### src/rtl/wb_master_q_if.sv
// Bundle of CPU request/response and Wishbone signals for wb_master_q.
// Names keep the master's point of view: i_* flow into the master, o_* flow out of it.
interface wb_master_q_if #(
    parameter int AW = 32,
    parameter int DW = 32
);
    logic            i_req_valid;
    logic            o_req_ready;
    logic            i_req_we;
    logic [AW-1:0]   i_req_addr;
    logic [DW-1:0]   i_req_data;
    logic [DW/8-1:0] i_req_sel;

    logic            o_rsp_valid;
    logic            o_rsp_we;
    logic [DW-1:0]   o_rsp_data;
    logic            o_rsp_err;
    logic            o_busy;

    logic [AW-1:0]   o_wb_adr;
    logic [DW-1:0]   o_wb_dat;
    logic [DW/8-1:0] o_wb_sel;
    logic            o_wb_we;
    logic            o_wb_cyc;
    logic            o_wb_stb;
    logic [DW-1:0]   i_wb_dat;
    logic            i_wb_ack;
    logic            i_wb_err;

    modport master (
        input  i_req_valid, i_req_we, i_req_addr, i_req_data, i_req_sel,
        input  i_wb_dat, i_wb_ack, i_wb_err,
        output o_req_ready, o_rsp_valid, o_rsp_we, o_rsp_data, o_rsp_err, o_busy,
        output o_wb_adr, o_wb_dat, o_wb_sel, o_wb_we, o_wb_cyc, o_wb_stb
    );

    modport slave (
        output i_req_valid, i_req_we, i_req_addr, i_req_data, i_req_sel,
        output i_wb_dat, i_wb_ack, i_wb_err,
        input  o_req_ready, o_rsp_valid, o_rsp_we, o_rsp_data, o_rsp_err, o_busy,
        input  o_wb_adr, o_wb_dat, o_wb_sel, o_wb_we, o_wb_cyc, o_wb_stb
    );
endinterface

### src/rtl/wb_master_q.sv
// Queued Wishbone B4 classic master: requests wait in a DEPTH-entry FIFO and are
// issued one at a time, each closed by a one-cycle response pulse (ack, err or timeout).
module wb_master_q #(
    parameter int AW      = 32,
    parameter int DW      = 32,
    parameter int DEPTH   = 4,
    parameter int TIMEOUT = 255
) (
    input  logic          i_clk,
    input  logic          i_rstn,
    wb_master_q_if.master bus
);
    localparam int SW = DW / 8;
    localparam int PW = $clog2(DEPTH);
    localparam int TW = (TIMEOUT > 0) ? $clog2(TIMEOUT + 1) : 1;
    localparam logic [PW:0]   FULL     = (PW + 1)'(DEPTH);
    localparam logic [TW-1:0] TMO_LAST = TW'((TIMEOUT > 0) ? TIMEOUT - 1 : 0);

    typedef enum logic {IDLE, WAIT} state_t;

    typedef struct packed {
        logic          we;
        logic [AW-1:0] addr;
        logic [DW-1:0] data;
        logic [SW-1:0] sel;
    } req_t;

    req_t          mem_q [DEPTH];
    req_t          head;
    state_t        state_q, state_d;
    logic [PW-1:0] wr_ptr_q, wr_ptr_d, rd_ptr_q, rd_ptr_d;
    logic [PW:0]   count_q, count_d;
    logic [TW-1:0] tmo_q, tmo_d;
    logic [AW-1:0] adr_q, adr_d;
    logic [DW-1:0] dat_q, dat_d;
    logic [SW-1:0] sel_q, sel_d;
    logic          we_q, we_d;
    logic          cyc_q, cyc_d;
    logic          rsp_valid_q, rsp_valid_d;
    logic          rsp_we_q, rsp_we_d;
    logic          rsp_err_q, rsp_err_d;
    logic [DW-1:0] rsp_data_q, rsp_data_d;
    logic          push, pop, tmo_fire;

    always_comb begin
        push        = bus.i_req_valid && (count_q < FULL);
        pop         = 1'b0;
        head        = mem_q[rd_ptr_q];
        tmo_fire    = (TIMEOUT != 0) && (tmo_q == TMO_LAST);
        state_d     = state_q;
        tmo_d       = tmo_q;
        adr_d       = adr_q;
        dat_d       = dat_q;
        sel_d       = sel_q;
        we_d        = we_q;
        cyc_d       = cyc_q;
        rsp_valid_d = 1'b0;
        rsp_we_d    = rsp_we_q;
        rsp_err_d   = rsp_err_q;
        rsp_data_d  = rsp_data_q;

        case (state_q)
            IDLE: begin
                if (count_q != '0) begin
                    pop     = 1'b1;
                    adr_d   = head.addr;
                    sel_d   = head.sel;
                    we_d    = head.we;
                    dat_d   = head.we ? head.data : '0;
                    cyc_d   = 1'b1;
                    tmo_d   = '0;
                    state_d = WAIT;
                end
            end
            WAIT: begin
                // err wins over a simultaneous ack; a timeout counts as an error too
                if (bus.i_wb_ack || bus.i_wb_err || tmo_fire) begin
                    cyc_d       = 1'b0;
                    rsp_valid_d = 1'b1;
                    rsp_we_d    = we_q;
                    rsp_err_d   = bus.i_wb_err || !bus.i_wb_ack;
                    rsp_data_d  = (bus.i_wb_ack && !bus.i_wb_err && !we_q) ? bus.i_wb_dat : '0;
                    state_d     = IDLE;
                end else if (tmo_q != '1) begin
                    tmo_d = tmo_q + 1'b1;
                end
            end
            default: state_d = IDLE;
        endcase

        wr_ptr_d = push ? wr_ptr_q + 1'b1 : wr_ptr_q;
        rd_ptr_d = pop  ? rd_ptr_q + 1'b1 : rd_ptr_q;
        count_d  = count_q + {{PW{1'b0}}, push} - {{PW{1'b0}}, pop};
    end

    always_ff @(posedge i_clk) begin
        if (push) begin
            mem_q[wr_ptr_q] <= {bus.i_req_we, bus.i_req_addr, bus.i_req_data, bus.i_req_sel};
        end
    end

    always_ff @(posedge i_clk or negedge i_rstn) begin
        if (!i_rstn) begin
            state_q     <= IDLE;
            wr_ptr_q    <= '0;
            rd_ptr_q    <= '0;
            count_q     <= '0;
            tmo_q       <= '0;
            adr_q       <= '0;
            dat_q       <= '0;
            sel_q       <= '0;
            we_q        <= 1'b0;
            cyc_q       <= 1'b0;
            rsp_valid_q <= 1'b0;
            rsp_we_q    <= 1'b0;
            rsp_err_q   <= 1'b0;
            rsp_data_q  <= '0;
        end else begin
            state_q     <= state_d;
            wr_ptr_q    <= wr_ptr_d;
            rd_ptr_q    <= rd_ptr_d;
            count_q     <= count_d;
            tmo_q       <= tmo_d;
            adr_q       <= adr_d;
            dat_q       <= dat_d;
            sel_q       <= sel_d;
            we_q        <= we_d;
            cyc_q       <= cyc_d;
            rsp_valid_q <= rsp_valid_d;
            rsp_we_q    <= rsp_we_d;
            rsp_err_q   <= rsp_err_d;
            rsp_data_q  <= rsp_data_d;
        end
    end

    assign bus.o_req_ready = (count_q < FULL);
    assign bus.o_busy      = (count_q != '0) || (state_q == WAIT);
    assign bus.o_rsp_valid = rsp_valid_q;
    assign bus.o_rsp_we    = rsp_we_q;
    assign bus.o_rsp_err   = rsp_err_q;
    assign bus.o_rsp_data  = rsp_data_q;
    assign bus.o_wb_adr    = adr_q;
    assign bus.o_wb_dat    = dat_q;
    assign bus.o_wb_sel    = sel_q;
    assign bus.o_wb_we     = we_q;
    assign bus.o_wb_cyc    = cyc_q;
    assign bus.o_wb_stb    = cyc_q;
endmodule

### src/flat_wrapper.sv
// flat-port wrapper written by rule: the top's interface ports become plain ports
module wb_master_q_flat 
#(
    parameter int AW      = 32,
    parameter int DW      = 32,
    parameter int DEPTH   = 4,
    parameter int TIMEOUT = 255
)
  (i_clk, i_rstn, bus_i_req_valid, bus_i_req_we, bus_i_req_addr, bus_i_req_data, bus_i_req_sel, bus_i_wb_dat, bus_i_wb_ack, bus_i_wb_err, bus_o_req_ready, bus_o_rsp_valid, bus_o_rsp_we, bus_o_rsp_data, bus_o_rsp_err, bus_o_busy, bus_o_wb_adr, bus_o_wb_dat, bus_o_wb_sel, bus_o_wb_we, bus_o_wb_cyc, bus_o_wb_stb);
  wb_master_q_if #(.AW(AW), .DW(DW)) bus_i ();
  input  logic i_clk;
  input  logic i_rstn;
  input wire logic [$bits(bus_i.i_req_valid)-1:0] bus_i_req_valid;
  input wire logic [$bits(bus_i.i_req_we)-1:0] bus_i_req_we;
  input wire logic [$bits(bus_i.i_req_addr)-1:0] bus_i_req_addr;
  input wire logic [$bits(bus_i.i_req_data)-1:0] bus_i_req_data;
  input wire logic [$bits(bus_i.i_req_sel)-1:0] bus_i_req_sel;
  input wire logic [$bits(bus_i.i_wb_dat)-1:0] bus_i_wb_dat;
  input wire logic [$bits(bus_i.i_wb_ack)-1:0] bus_i_wb_ack;
  input wire logic [$bits(bus_i.i_wb_err)-1:0] bus_i_wb_err;
  output wire logic [$bits(bus_i.o_req_ready)-1:0] bus_o_req_ready;
  output wire logic [$bits(bus_i.o_rsp_valid)-1:0] bus_o_rsp_valid;
  output wire logic [$bits(bus_i.o_rsp_we)-1:0] bus_o_rsp_we;
  output wire logic [$bits(bus_i.o_rsp_data)-1:0] bus_o_rsp_data;
  output wire logic [$bits(bus_i.o_rsp_err)-1:0] bus_o_rsp_err;
  output wire logic [$bits(bus_i.o_busy)-1:0] bus_o_busy;
  output wire logic [$bits(bus_i.o_wb_adr)-1:0] bus_o_wb_adr;
  output wire logic [$bits(bus_i.o_wb_dat)-1:0] bus_o_wb_dat;
  output wire logic [$bits(bus_i.o_wb_sel)-1:0] bus_o_wb_sel;
  output wire logic [$bits(bus_i.o_wb_we)-1:0] bus_o_wb_we;
  output wire logic [$bits(bus_i.o_wb_cyc)-1:0] bus_o_wb_cyc;
  output wire logic [$bits(bus_i.o_wb_stb)-1:0] bus_o_wb_stb;
  assign bus_i.i_req_valid = bus_i_req_valid;
  assign bus_i.i_req_we = bus_i_req_we;
  assign bus_i.i_req_addr = bus_i_req_addr;
  assign bus_i.i_req_data = bus_i_req_data;
  assign bus_i.i_req_sel = bus_i_req_sel;
  assign bus_i.i_wb_dat = bus_i_wb_dat;
  assign bus_i.i_wb_ack = bus_i_wb_ack;
  assign bus_i.i_wb_err = bus_i_wb_err;
  assign bus_o_req_ready = bus_i.o_req_ready;
  assign bus_o_rsp_valid = bus_i.o_rsp_valid;
  assign bus_o_rsp_we = bus_i.o_rsp_we;
  assign bus_o_rsp_data = bus_i.o_rsp_data;
  assign bus_o_rsp_err = bus_i.o_rsp_err;
  assign bus_o_busy = bus_i.o_busy;
  assign bus_o_wb_adr = bus_i.o_wb_adr;
  assign bus_o_wb_dat = bus_i.o_wb_dat;
  assign bus_o_wb_sel = bus_i.o_wb_sel;
  assign bus_o_wb_we = bus_i.o_wb_we;
  assign bus_o_wb_cyc = bus_i.o_wb_cyc;
  assign bus_o_wb_stb = bus_i.o_wb_stb;
  wb_master_q #(.AW(AW), .DW(DW), .DEPTH(DEPTH), .TIMEOUT(TIMEOUT)) u_core (.i_clk(i_clk), .i_rstn(i_rstn), .bus(bus_i));
endmodule
### config.mk
export PLATFORM = sky130hd
export DESIGN_NAME = wb_master_q_flat
export DESIGN_NICKNAME = d
export VERILOG_FILES = /design/src/rtl/wb_master_q_if.sv /design/src/rtl/wb_master_q.sv /design/src/flat_wrapper.sv
export SDC_FILE = /design/constraint.sdc
export NUM_CORES = 1
export LEC_CHECK = 0
export ABC_AREA = 1
export CORE_ASPECT_RATIO = 2
export CORE_MARGIN = 2
export CORE_UTILIZATION = 52
export CTS_CLUSTER_DIAMETER = 50
export DETAILED_ROUTE_END_ITERATION = 6
export GPL_ROUTABILITY_DRIVEN = 0
export MAX_ROUTING_LAYER = met4
export PLACE_DENSITY = 0.76
export SKIP_CTS_REPAIR_TIMING = 1
export SLEW_MARGIN = 10
export SYNTH_ARGS = -nofsm -noshare
export SYNTH_HDL_FRONTEND = slang
export SYNTH_SLANG_ARGS = --single-unit
### constraint.sdc
create_clock -name i_clk -period 10.03 [get_ports i_clk]
set_input_delay 2.006 -clock i_clk [delete_from_list [all_inputs] [get_ports i_clk]]
set_output_delay 2.006 -clock i_clk [all_outputs]
set_load 0.02 [all_outputs]
==> results of run 1 <==
cell usage after synthesis (2+ instances only):
master	n
dfrtp_1	121
nor2_1	101
nand3_1	140
buf_6	10
nand4_1	2
a21oi_1	4
nand2_2	3
buf_2	29
inv_2	4
o21ai_0	96
ha_1	8
nand2_1	375
nand2_4	2
xor2_1	3
o21ai_1	12
buf_4	14
o22ai_1	36
inv_1	20
clkbuf_1	20
edfxtp_1	276
stage by stage:
stage	power (uW)	setup slack (ns)	hold WS, ns	cell area (sq um)
detailed placement	4220	5.82	0.465	17700
finish	5550	5.90	0.479	18800
CTS	5600	5.87	0.483	18800
global placement	4130	5.90	0.460	17700
global route	5870	5.81	0.501	18800
floorplan	3540	4.49	0.442	15400
worst register-to-register path: stages, from the launching register on:
cell	delay (ns)
dfrtp_1	0.58
inv_2	0.15
nand2_4	0.64
inv_2	0.57
ha_1	0.47
inv_1	0.05
ha_1	0.19
fa_1	0.41
xnor2_1	0.19
xor2_1	0.19
logic make-up after synthesis:
| family | count (synthesis) |
|---|---|
| AOI/OAI and AO/OA | 149 |
| xor gates and xnor gates | 4 |
| DFF | 397 |
| and+or+nand+nor | 628 |
| adders and majority gates | 9 |
| buffers and inverters | 97 |
where the power goes:
group / total [uW] / internal, uW / switching, uW
Combinational: 1890 / 661 / 1230
Clock: 1380 / 792 / 586
Sequential: 2280 / 2120 / 163
worst max path at each step:
| stage | depth (start not counted) | slack [ns] | end | startpoint |
|---|---|---|---|---|
| 2_1_floorplan | 2 | 4.49 | u_core.mem_q[0][0] | bus_i_req_valid |
| 3_3_place_gp | 4 | 5.90 | u_core.mem_q[0][64] | bus_i_req_valid |
| 3_5_place_dp | 5 | 5.82 | u_core.bus.o_rsp_data[27] | bus_i_wb_err |
| 4_1_cts | 3 | 5.87 | bus_o_busy | u_core.state_q |
| 5_1_grt | 3 | 5.81 | bus_o_busy | u_core.state_q |
| 6_report | 3 | 5.90 | bus_o_busy | u_core.state_q |
sequential cells by signal, indices dropped and copies added, names as in the netlist, 2 cells and up:
register and count:
u_core.bus.o_rsp_data 32, u_core.bus.o_wb_adr 32, u_core.bus.o_wb_dat 32, u_core.bus.o_wb_sel 4, u_core.count_q 3, u_core.mem_q 276, u_core.rd_ptr_q 2, u_core.tmo_q 8
u_core.wr_ptr_q 2
routing by layer:
| layer | track usage | up-vias | part of all wire |
|---|---|---|---|
| met3 | 0.0387 | 62 | 0.063 |
| met2 | 0.379 | 378 | 0.51 |
| li1 | - | 4803 | - |
| met4 | 0.0722 | 0 | 0.025 |
| met1 | 0.275 | 5021 | 0.40 |
| met5 | - | - | 0 |
cell type report:
cell class,count,share of cell area
inverter,24,0.00491
sequential,397,0.601
clock inverter,17,0.0112
multi-input combinational,790,0.190
tap,364,0.0242
timing repair buffer,222,0.117
antenna,1,0.000133
clock buffer,47,0.0515
==> results.txt, run 1 <==
# nets final -> 1585
htree depth -> 2
Syn Inst Count -> 1284
Slew HR -> 0.205
number of synthesized flops with an enable pin -> 276
hold path endpoint -> u_core.bus.o_wb_adr[15]
static leakage -> 0.00736 uW
wire per inst -> 18.3 um
required time of the critical path -> 8.02 ns
die width -> 126 um
CTS Sinks -> 397
post-synthesis compound-gate area fraction -> 0.0521
min-delay src -> u_core.bus.o_wb_adr[15]
Final TNS setup -> 0 ns
Yosys top cell area share -> 0.538
TritonRoute pass-1 iters -> 5
final core occ -> 0.643
Via Count -> 10300
result of the run -> completed
Synth Warn # -> 0
Longest Clk Path Bufs -> 3
first-pass GRT wire length -> 53.3 mm
synthesized cell area -> 15400 sq um
pin count of the biggest net entering global routing -> 114
worst-margin pin slew -> 1.19 ns
Die Ht -> 247 um
Seq/Total Area, Yosys -> 0.735
Crit-path slowest cell -> clkdlybuf4s50_1
Die Area -> 31100 sq um
reg-to-reg startpoint -> u_core.state_q
fmax -> 242 MHz
WL final -> 34.1 mm
Worst Path Buf+Inv -> 2
Avg Cell Area, Syn -> 12.0 sq um
top cells by area, synth -> edfxtp_1, dfrtp_1, nand2_1, nand3_1, o21ai_0
num rows -> 89
CP arrival -> 2.13 ns
initial DRC count -> 928
reg-to-reg setup timing slack -> 6.53 ns
Setup-failing EPs final -> 0
critical-path cell list -> inv_2 -> nand4_1 -> clkdlybuf4s50_1
root buffer cell -> clkbuf_16
startpoint types -> flop
Core Region -> 29300 sq um
maximum VDD drop -> 0.000183 V
all-layer global routing usage -> 0.223
vias in the first global route -> 10300
slowest cell delay on critical path -> 0.65 ns
Placed Instances -> 1797
Initial Util -> 0.526
total CTS buffers -> 35
reg2reg end -> u_core.count_q[2]
multi-input logic area -> 3590 sq um
#FFs+latches synth -> 397
share of cells above drive strength 1 -> 0.0574
Worst Path Class, Setup -> flop to output port
Synth Area in Adders -> 0.00780
Hold Path Class -> flop to flop
Routed Antenna Nets -> 0
Final period util -> 0.412
clock skew -> 0.0165 ns
post-DP HPWL -> 19.5 mm
Clock transition at path regs -> 0.07 ns
io pins -> 214
antenna violations before repair -> 1
worst hold path cell count -> 2
Hold Fails Final Rpt -> 0
nature of the critical path endpoint -> output port
CTS tree -> done
I/O Buffers -> 213
max-slew violation count -> 0
Non-Filler Instances -> 1862
Post-synth top flop -> edfxtp_1
min Tclk post-route -> 4.13 ns
Cell variety after synth -> 28
drt drc -> 0
cell taking the most area after synthesis -> edfxtp_1
reg2reg path depth -> 9
FILL cells -> 2131
Max Cap Violations -> 0
most common cell after layout, fill and taps aside -> nand2_1
insertion delay to the later sink of the worst-skew pair -> 0.54 ns
main combinational cell family by area after synthesis -> simple AND/OR/NAND/NOR gates
FF/Latch Area -> 11300 sq um
GR Overflow Total -> 0
via/cell ratio -> 5.51
post-synthesis xor/xnor area fraction -> 0.00228
most frequent cells in the layout -> nand2_1, edfxtp_1, clkdlybuf4s50_1
RSZ-0062 raised after global routing -> no
cell family with most CP delay -> buffers and inverters
CP Max Fanout -> 9
PD cells -> 295 nW/um^2
P&R area growth vs syn -> 22.4%
Synth Area in Simple Gates -> 0.168
async set-reset flop share out of synthesis -> 0.305
post-synthesis mux area share -> 0
Syn Nets -> 1399
Power figures use the tool's default switching activity.
==> run 2, diff against run 1 <==
--- a/config.mk
+++ b/config.mk
@@ -8,7 +8,7 @@
 export ABC_AREA = 1
 export CORE_ASPECT_RATIO = 2
 export CORE_MARGIN = 2
-export CORE_UTILIZATION = 52
+export CORE_UTILIZATION = 49
 export CTS_CLUSTER_DIAMETER = 50
 export DETAILED_ROUTE_END_ITERATION = 6
 export GPL_ROUTABILITY_DRIVEN = 0
==> constraint.sdc (replaced) <==
create_clock -name i_clk -period 3.4 [get_ports i_clk]
set_input_delay 0.68 -clock i_clk [delete_from_list [all_inputs] [get_ports i_clk]]
set_output_delay 0.68 -clock i_clk [all_outputs]
set_load 0.02 [all_outputs]
==> results.txt, run 2 (synthesis results as in run 1) <==
result of the run -> completed (unchanged)
htree depth -> 2 (unchanged)
antenna violations before repair -> 5 (was 1)
Final WS setup -> 0.647 ns (was 5.90 ns)
# nets final -> 1596 (was 1585)
most frequent cells in the layout -> nand2_1, edfxtp_1, clkdlybuf4s50_1 (unchanged)
met2 wire length -> 18.8 mm (was 17.4 mm)
WL final -> 34.6 mm (was 34.1 mm)
startpoint types -> flop (unchanged)
TritonRoute pass-1 iters -> 5 (unchanged)
P&R area growth vs syn -> 23.3% (was 22.4%)
most common cell after layout, fill and taps aside -> nand2_1 (unchanged)
pin count of the biggest net entering global routing -> 73 (was 114)
Slew HR -> 0.447 (was 0.205)
share of cells above drive strength 1 -> 0.0590 (was 0.0574)
max FFs per register -> 276 (unchanged)
CP Max Fanout -> 9 (unchanged)
root buffer cell -> clkbuf_16 (unchanged)
Via Count -> 10200 (was 10300)
total CTS buffers -> 35 (unchanged)
met3 WL -> 1.85 mm (was 2.16 mm)
all-layer global routing usage -> 0.217 (was 0.223)
Largest Register -> u_core.mem_q (unchanged)
PD cells -> 855 nW/um^2 (was 295 nW/um^2)
fmax -> 363 MHz
io pins -> 214 (unchanged)
total power -> 16200 uW (was 5550 uW)
required time of the critical path -> 2.72 ns (was 8.02 ns)
FILL cells -> 2292 (was 2131)
Longest Clk Path Bufs -> 3 (unchanged)
static leakage -> 0.00741 uW (was 0.00736 uW)
post-DP HPWL -> 21.2 mm (was 19.5 mm)
first-pass GRT wire length -> 53.4 mm (was 53.3 mm)
Initial Util -> 0.499 (was 0.526)
I/O Buffers -> 213 (unchanged)
CTS tree -> done (unchanged)
Die Ht -> 255 um (was 247 um)
maximum VDD drop -> 0.000442 V (was 0.000183 V)
wire per inst -> 17.9 um (was 18.3 um)
CP arrival -> 2.07 ns (was 2.13 ns)
Clock transition at path regs -> 0.07 ns (about the same)
vias in the first global route -> 10400 (was 10300)
Worst Path Class, Setup -> flop to output port (unchanged)
Max Cap Violations -> 0 (unchanged)
Die Area -> 32900 sq um (was 31100 sq um)
M1 WL -> 12.4 mm (was 13.7 mm)
initial DRC count -> 774 (was 928)
Final TNS setup -> 0 ns (unchanged)
Core Region -> 30900 sq um (was 29300 sq um)
die width -> 129 um (was 126 um)
drt drc -> 0 (unchanged)
Routed Antenna Nets -> 0 (unchanged)
RSZ-0062 raised after global routing -> no (unchanged)
Max Used Layer -> met4 (unchanged)
Final period util -> 0.810
clock skew -> 0.0228 ns (was 0.0165 ns)
Setup-failing EPs final -> 0 (unchanged)
Hold Path Class -> input port to asynchronous set/reset pin (was flop to flop)
insertion delay to the later sink of the worst-skew pair -> 0.53 ns (was 0.54 ns)
final core occ -> 0.615 (was 0.643)
Place WS -> 0.699 ns (was 5.82 ns)
Hold Fails Final Rpt -> 0 (unchanged)
max-slew violation count -> 0 (unchanged)
num rows -> 91 (was 89)
min Tclk post-route -> 2.75 ns
via/cell ratio -> 5.31 (was 5.51)
GR Overflow Total -> 0 (unchanged)
nature of the critical path endpoint -> output port (unchanged)
CTS Sinks -> 397 (unchanged)
worst-margin pin slew -> 0.830 ns (was 1.19 ns)
==> run 2: cell types whose count changed in the layout (fill, tap and decap cells not counted), moves of 4 or more <==
cell        delta
diode_2        +4
buf_4          +7
clkbuf_1       +5
clkinvlp_4     -4
buf_12         +4
==> run 2: final timing paths <==
| path | start | to | slack [ns] | cells after the start |
|---|---|---|---|---|
| max reg2reg | u_core.rd_ptr_q[0] | u_core.bus.o_wb_adr[23] | 1.05 | 6 |
| min in group i_clk | u_core.count_q[1] | u_core.count_q[2] | 0.47 | 1 |
| min | i_rstn | u_core.bus.o_wb_sel[2] | 0.1 | 1 |
| max | u_core.state_q | bus_o_busy | 0.65 | 3 |
| max in group asynchronous | i_rstn | u_core.bus.o_wb_dat[13] | 2.57 | 2 |
| min reg2reg | u_core.count_q[1] | u_core.count_q[2] | 0.47 | 1 |
==> run 2: stage by stage <==
| stage | cell area, sq um | instances | hold WS [ns] |
|---|---|---|---|
| global route | 19000 | 1931 | 0.113 |
| global placement | 17900 | 1862 | 0.463 |
| finish | 19000 | 1931 | 0.0956 |
| CTS | 19000 | 1926 | 0.101 |
| detailed placement | 17900 | 1862 | 0.464 |
| floorplan | 15400 | 1284 | 0.384 |
==> run 2: final cells by class <==
cell class / count / area (sq um) / area share
Tap cell: 418 / 523 / 0.0276
Multi-Input combinational cell: 790 / 3590 / 0.189
Sequential cell: 397 / 11300 / 0.596
Clock inverter: 12 / 97.6 / 0.00514
Inverter: 24 / 92.6 / 0.00488
Clock buffer: 52 / 1010 / 0.0533
Timing Repair Buffer: 233 / 2330 / 0.123
Antenna cell: 5 / 12.5 / 0.000659
==> run 2: worst max-delay path, cell delays in order, from the launching register on <==
cell	delay, ns
dfrtp_1	0.58
inv_2	0.14
nand4_1	0.19
clkdlybuf4s50_1	0.65
==> run 2: metal layers <==
layer  GRT usage  vias to the layer above
li1            -                     4824
met1       0.229                     4983
met2       0.391                      357
met3      0.0292                       82
met4       0.107                        0
met5           -                        -
==> run 2: where the power goes <==
part	total [uW]	switching, uW	internal [uW]	leakage [uW]
clock	3810	1660	2150	0.000541
sequential	6810	564	6240	0.00406
combinational	5610	3610	2000	0.00280
==> run 3, diff against run 2 <==
--- a/config.mk
+++ b/config.mk
@@ -8,7 +8,7 @@
 export ABC_AREA = 1
 export CORE_ASPECT_RATIO = 2
 export CORE_MARGIN = 2
-export CORE_UTILIZATION = 49
+export CORE_UTILIZATION = 52
 export CTS_CLUSTER_DIAMETER = 50
 export DETAILED_ROUTE_END_ITERATION = 6
 export GPL_ROUTABILITY_DRIVEN = 0
==> constraint.sdc (replaced) <==
create_clock -name i_clk -period 2.8 [get_ports i_clk]
set_input_delay 0.56 -clock i_clk [delete_from_list [all_inputs] [get_ports i_clk]]
set_output_delay 0.56 -clock i_clk [all_outputs]
set_load 0.02 [all_outputs]
==> results.txt, run 3 (synthesis results as in run 1) <==
root buffer cell -> clkbuf_16 (unchanged)
die width -> 126 um (was 129 um)
CTS tree -> done (unchanged)
required time of the critical path -> 2.24 ns (was 2.72 ns)
FILL cells -> 2091 (was 2292)
Core Region -> 29300 sq um (was 30900 sq um)
clock skew -> 0.0187 ns (was 0.0228 ns)
htree depth -> 2 (unchanged)
critical path depth -> 4 (was 3)
critical-path cell list -> buf_4 -> inv_2 -> nand4_1 -> clkdlybuf4s50_1 (was inv_2 -> nand4_1 -> clkdlybuf4s50_1)
first-pass GRT wire length -> 55.0 mm (was 53.4 mm)
Die Ht -> 247 um (was 255 um)
CP arrival -> 1.94 ns (was 2.07 ns)
CP Max Fanout -> 9 (unchanged)
startpoint types -> flop (unchanged)
reg-to-reg startpoint -> u_core.state_q (was u_core.rd_ptr_q[0])
Non-Filler Instances -> 1880 (was 1931)
slowest cell delay on critical path -> 0.59 ns (was 0.65 ns)
max FFs per register -> 276 (unchanged)
max-slew violation count -> 0 (unchanged)
post-route cell area -> 19200 sq um (was 19000 sq um)
Clock transition at path regs -> 0.07 ns (about the same)
GR Overflow Total -> 0 (unchanged)
crit path from -> u_core.state_q (unchanged)
antenna violations before repair -> 2 (was 5)
io pins -> 214 (unchanged)
P&R area growth vs syn -> 24.7% (was 23.3%)
initial DRC count -> 886 (was 774)
Longest Clk Path Bufs -> 3 (unchanged)
min Tclk post-route -> 2.50 ns
worst-margin pin slew -> 0.885 ns (was 0.830 ns)
post-DP HPWL -> 21.0 mm (was 21.2 mm)
most common cell after layout, fill and taps aside -> nand2_1 (unchanged)
result of the run -> completed (unchanged)
Initial Util -> 0.526 (was 0.499)
# nets final -> 1603 (was 1596)
Via Count -> 10500 (was 10200)
Placed Instances -> 1815 (was 1862)
via/cell ratio -> 5.56 (was 5.31)
drt drc -> 0 (unchanged)
share of cells above drive strength 1 -> 0.0680 (was 0.0590)
Crit-path slowest cell -> clkdlybuf4s50_1 (unchanged)
RSZ-0062 raised after global routing -> no (unchanged)
num rows -> 89 (was 91)
fmax -> 400 MHz
Routed Antenna Nets -> 0 (unchanged)
Worst Path Class, Setup -> flop to output port (unchanged)
Largest Register -> u_core.mem_q (unchanged)
CTS Sinks -> 397 (unchanged)
WL final -> 34.8 mm (was 34.6 mm)
Max Cap Violations -> 0 (unchanged)
PD cells -> 1060 nW/um^2 (was 855 nW/um^2)
Hold Path Class -> input port to asynchronous set/reset pin (unchanged)
all-layer global routing usage -> 0.232 (was 0.217)
Worst Path Buf+Inv -> 3 (was 2)
reg2reg path depth -> 7 (was 6)
most frequent cells in the layout -> nand2_1, edfxtp_1, clkdlybuf4s50_1 (unchanged)
static leakage -> 0.00753 uW (was 0.00741 uW)
insertion delay to the later sink of the worst-skew pair -> 0.53 ns (about the same)
nature of the critical path endpoint -> output port (unchanged)
pin count of the biggest net entering global routing -> 90 (was 73)
Setup-failing EPs final -> 0 (unchanged)
TritonRoute pass-1 iters -> 5 (unchanged)
Slew HR -> 0.410 (was 0.447)
total CTS buffers -> 35 (unchanged)
I/O Buffers -> 213 (unchanged)
Hold Fails Final Rpt -> 0 (unchanged)
Die Area -> 31100 sq um (was 32900 sq um)
Final period util -> 0.894
vias in the first global route -> 10600 (was 10400)
cell family with most CP delay -> buffers and inverters (unchanged)
wire per inst -> 18.5 um (was 17.9 um)
maximum VDD drop -> 0.000804 V (was 0.000442 V)
Post-DP Area -> 17900 sq um (about the same)
final core occ -> 0.655 (was 0.615)
run 3: changes by cell type in the layout (fill, tap and decap cells not counted), moves of 2 or more:
cell	change
buf_12	+8
clkbuf_1	-8
bufinv_16	+3
clkbuf_16	+3
diode_2	-3
clkinvlp_4	+2
run 3: area by class of cell:
type / instances / area (sq um) / share of cell area
multi-input combinational: 790 / 3590 / 0.187
clock inverter: 16 / 185 / 0.00965
tap: 364 / 455 / 0.0237
antenna: 2 / 5.00 / 0.000261
timing repair buffer: 240 / 2490 / 0.130
clock buffer: 47 / 1060 / 0.0551
sequential: 397 / 11300 / 0.590
inverter: 24 / 92.6 / 0.00482
run 3: worst reg2reg max path, cell delays in order, from the launching register on:
cell	delay [ns]
dfrtp_1	0.36
buf_4	0.17
inv_2	0.12
nand2_4	0.06
inv_2	0.06
buf_4	0.40
nand2_2	0.54
o21ai_0	0.37
run 3: power by group:
group          switching, uW  internal, uW  total (uW)
clock network           2080          3040        5120
logic                   4500          2550        7050
registers                585          7580        8160
run 3: worst paths after layout:
check	slack, ns	endpoint
min in group i_clk	0.47	u_core.count_q[2]
hold reg to reg	0.47	u_core.count_q[2]
setup reg to reg	0.63	u_core.bus.o_wb_dat[17]
hold / removal	0.13	u_core.bus.o_wb_adr[21]
setup / recovery	0.30	bus_o_busy
max in group asynchronous	1.92	u_core.bus.o_rsp_data[13]
run 3: through the flow:
| stage | hold WS (ns) | total power [uW] | setup slack, ns | TNS, ns |
|---|---|---|---|---|
| 6_report | 0.132 | 20300 | 0.298 | 0 |
| 5_1_grt | 0.200 | 21500 | 0.203 | 0 |
| 4_1_cts | 0.155 | 20500 | 0.262 | 0 |
| 3_5_place_dp | 0.465 | 15300 | 0.604 | 0 |
| 3_3_place_gp | 0.461 | 15100 | 0.591 | 0 |
| 2_1_floorplan | 0.264 | 12600 | -0.240 | -66.27 |
run 3: layer usage:
metal,vias up,wire length [um],share of wire,track usage
met5,-,0,0,-
met4,0,977,0.028,0.0908
met3,78,2430,0.070,0.0418
met2,432,17800,0.51,0.388
met1,5104,13600,0.39,0.282
li1,4842,-,-,-
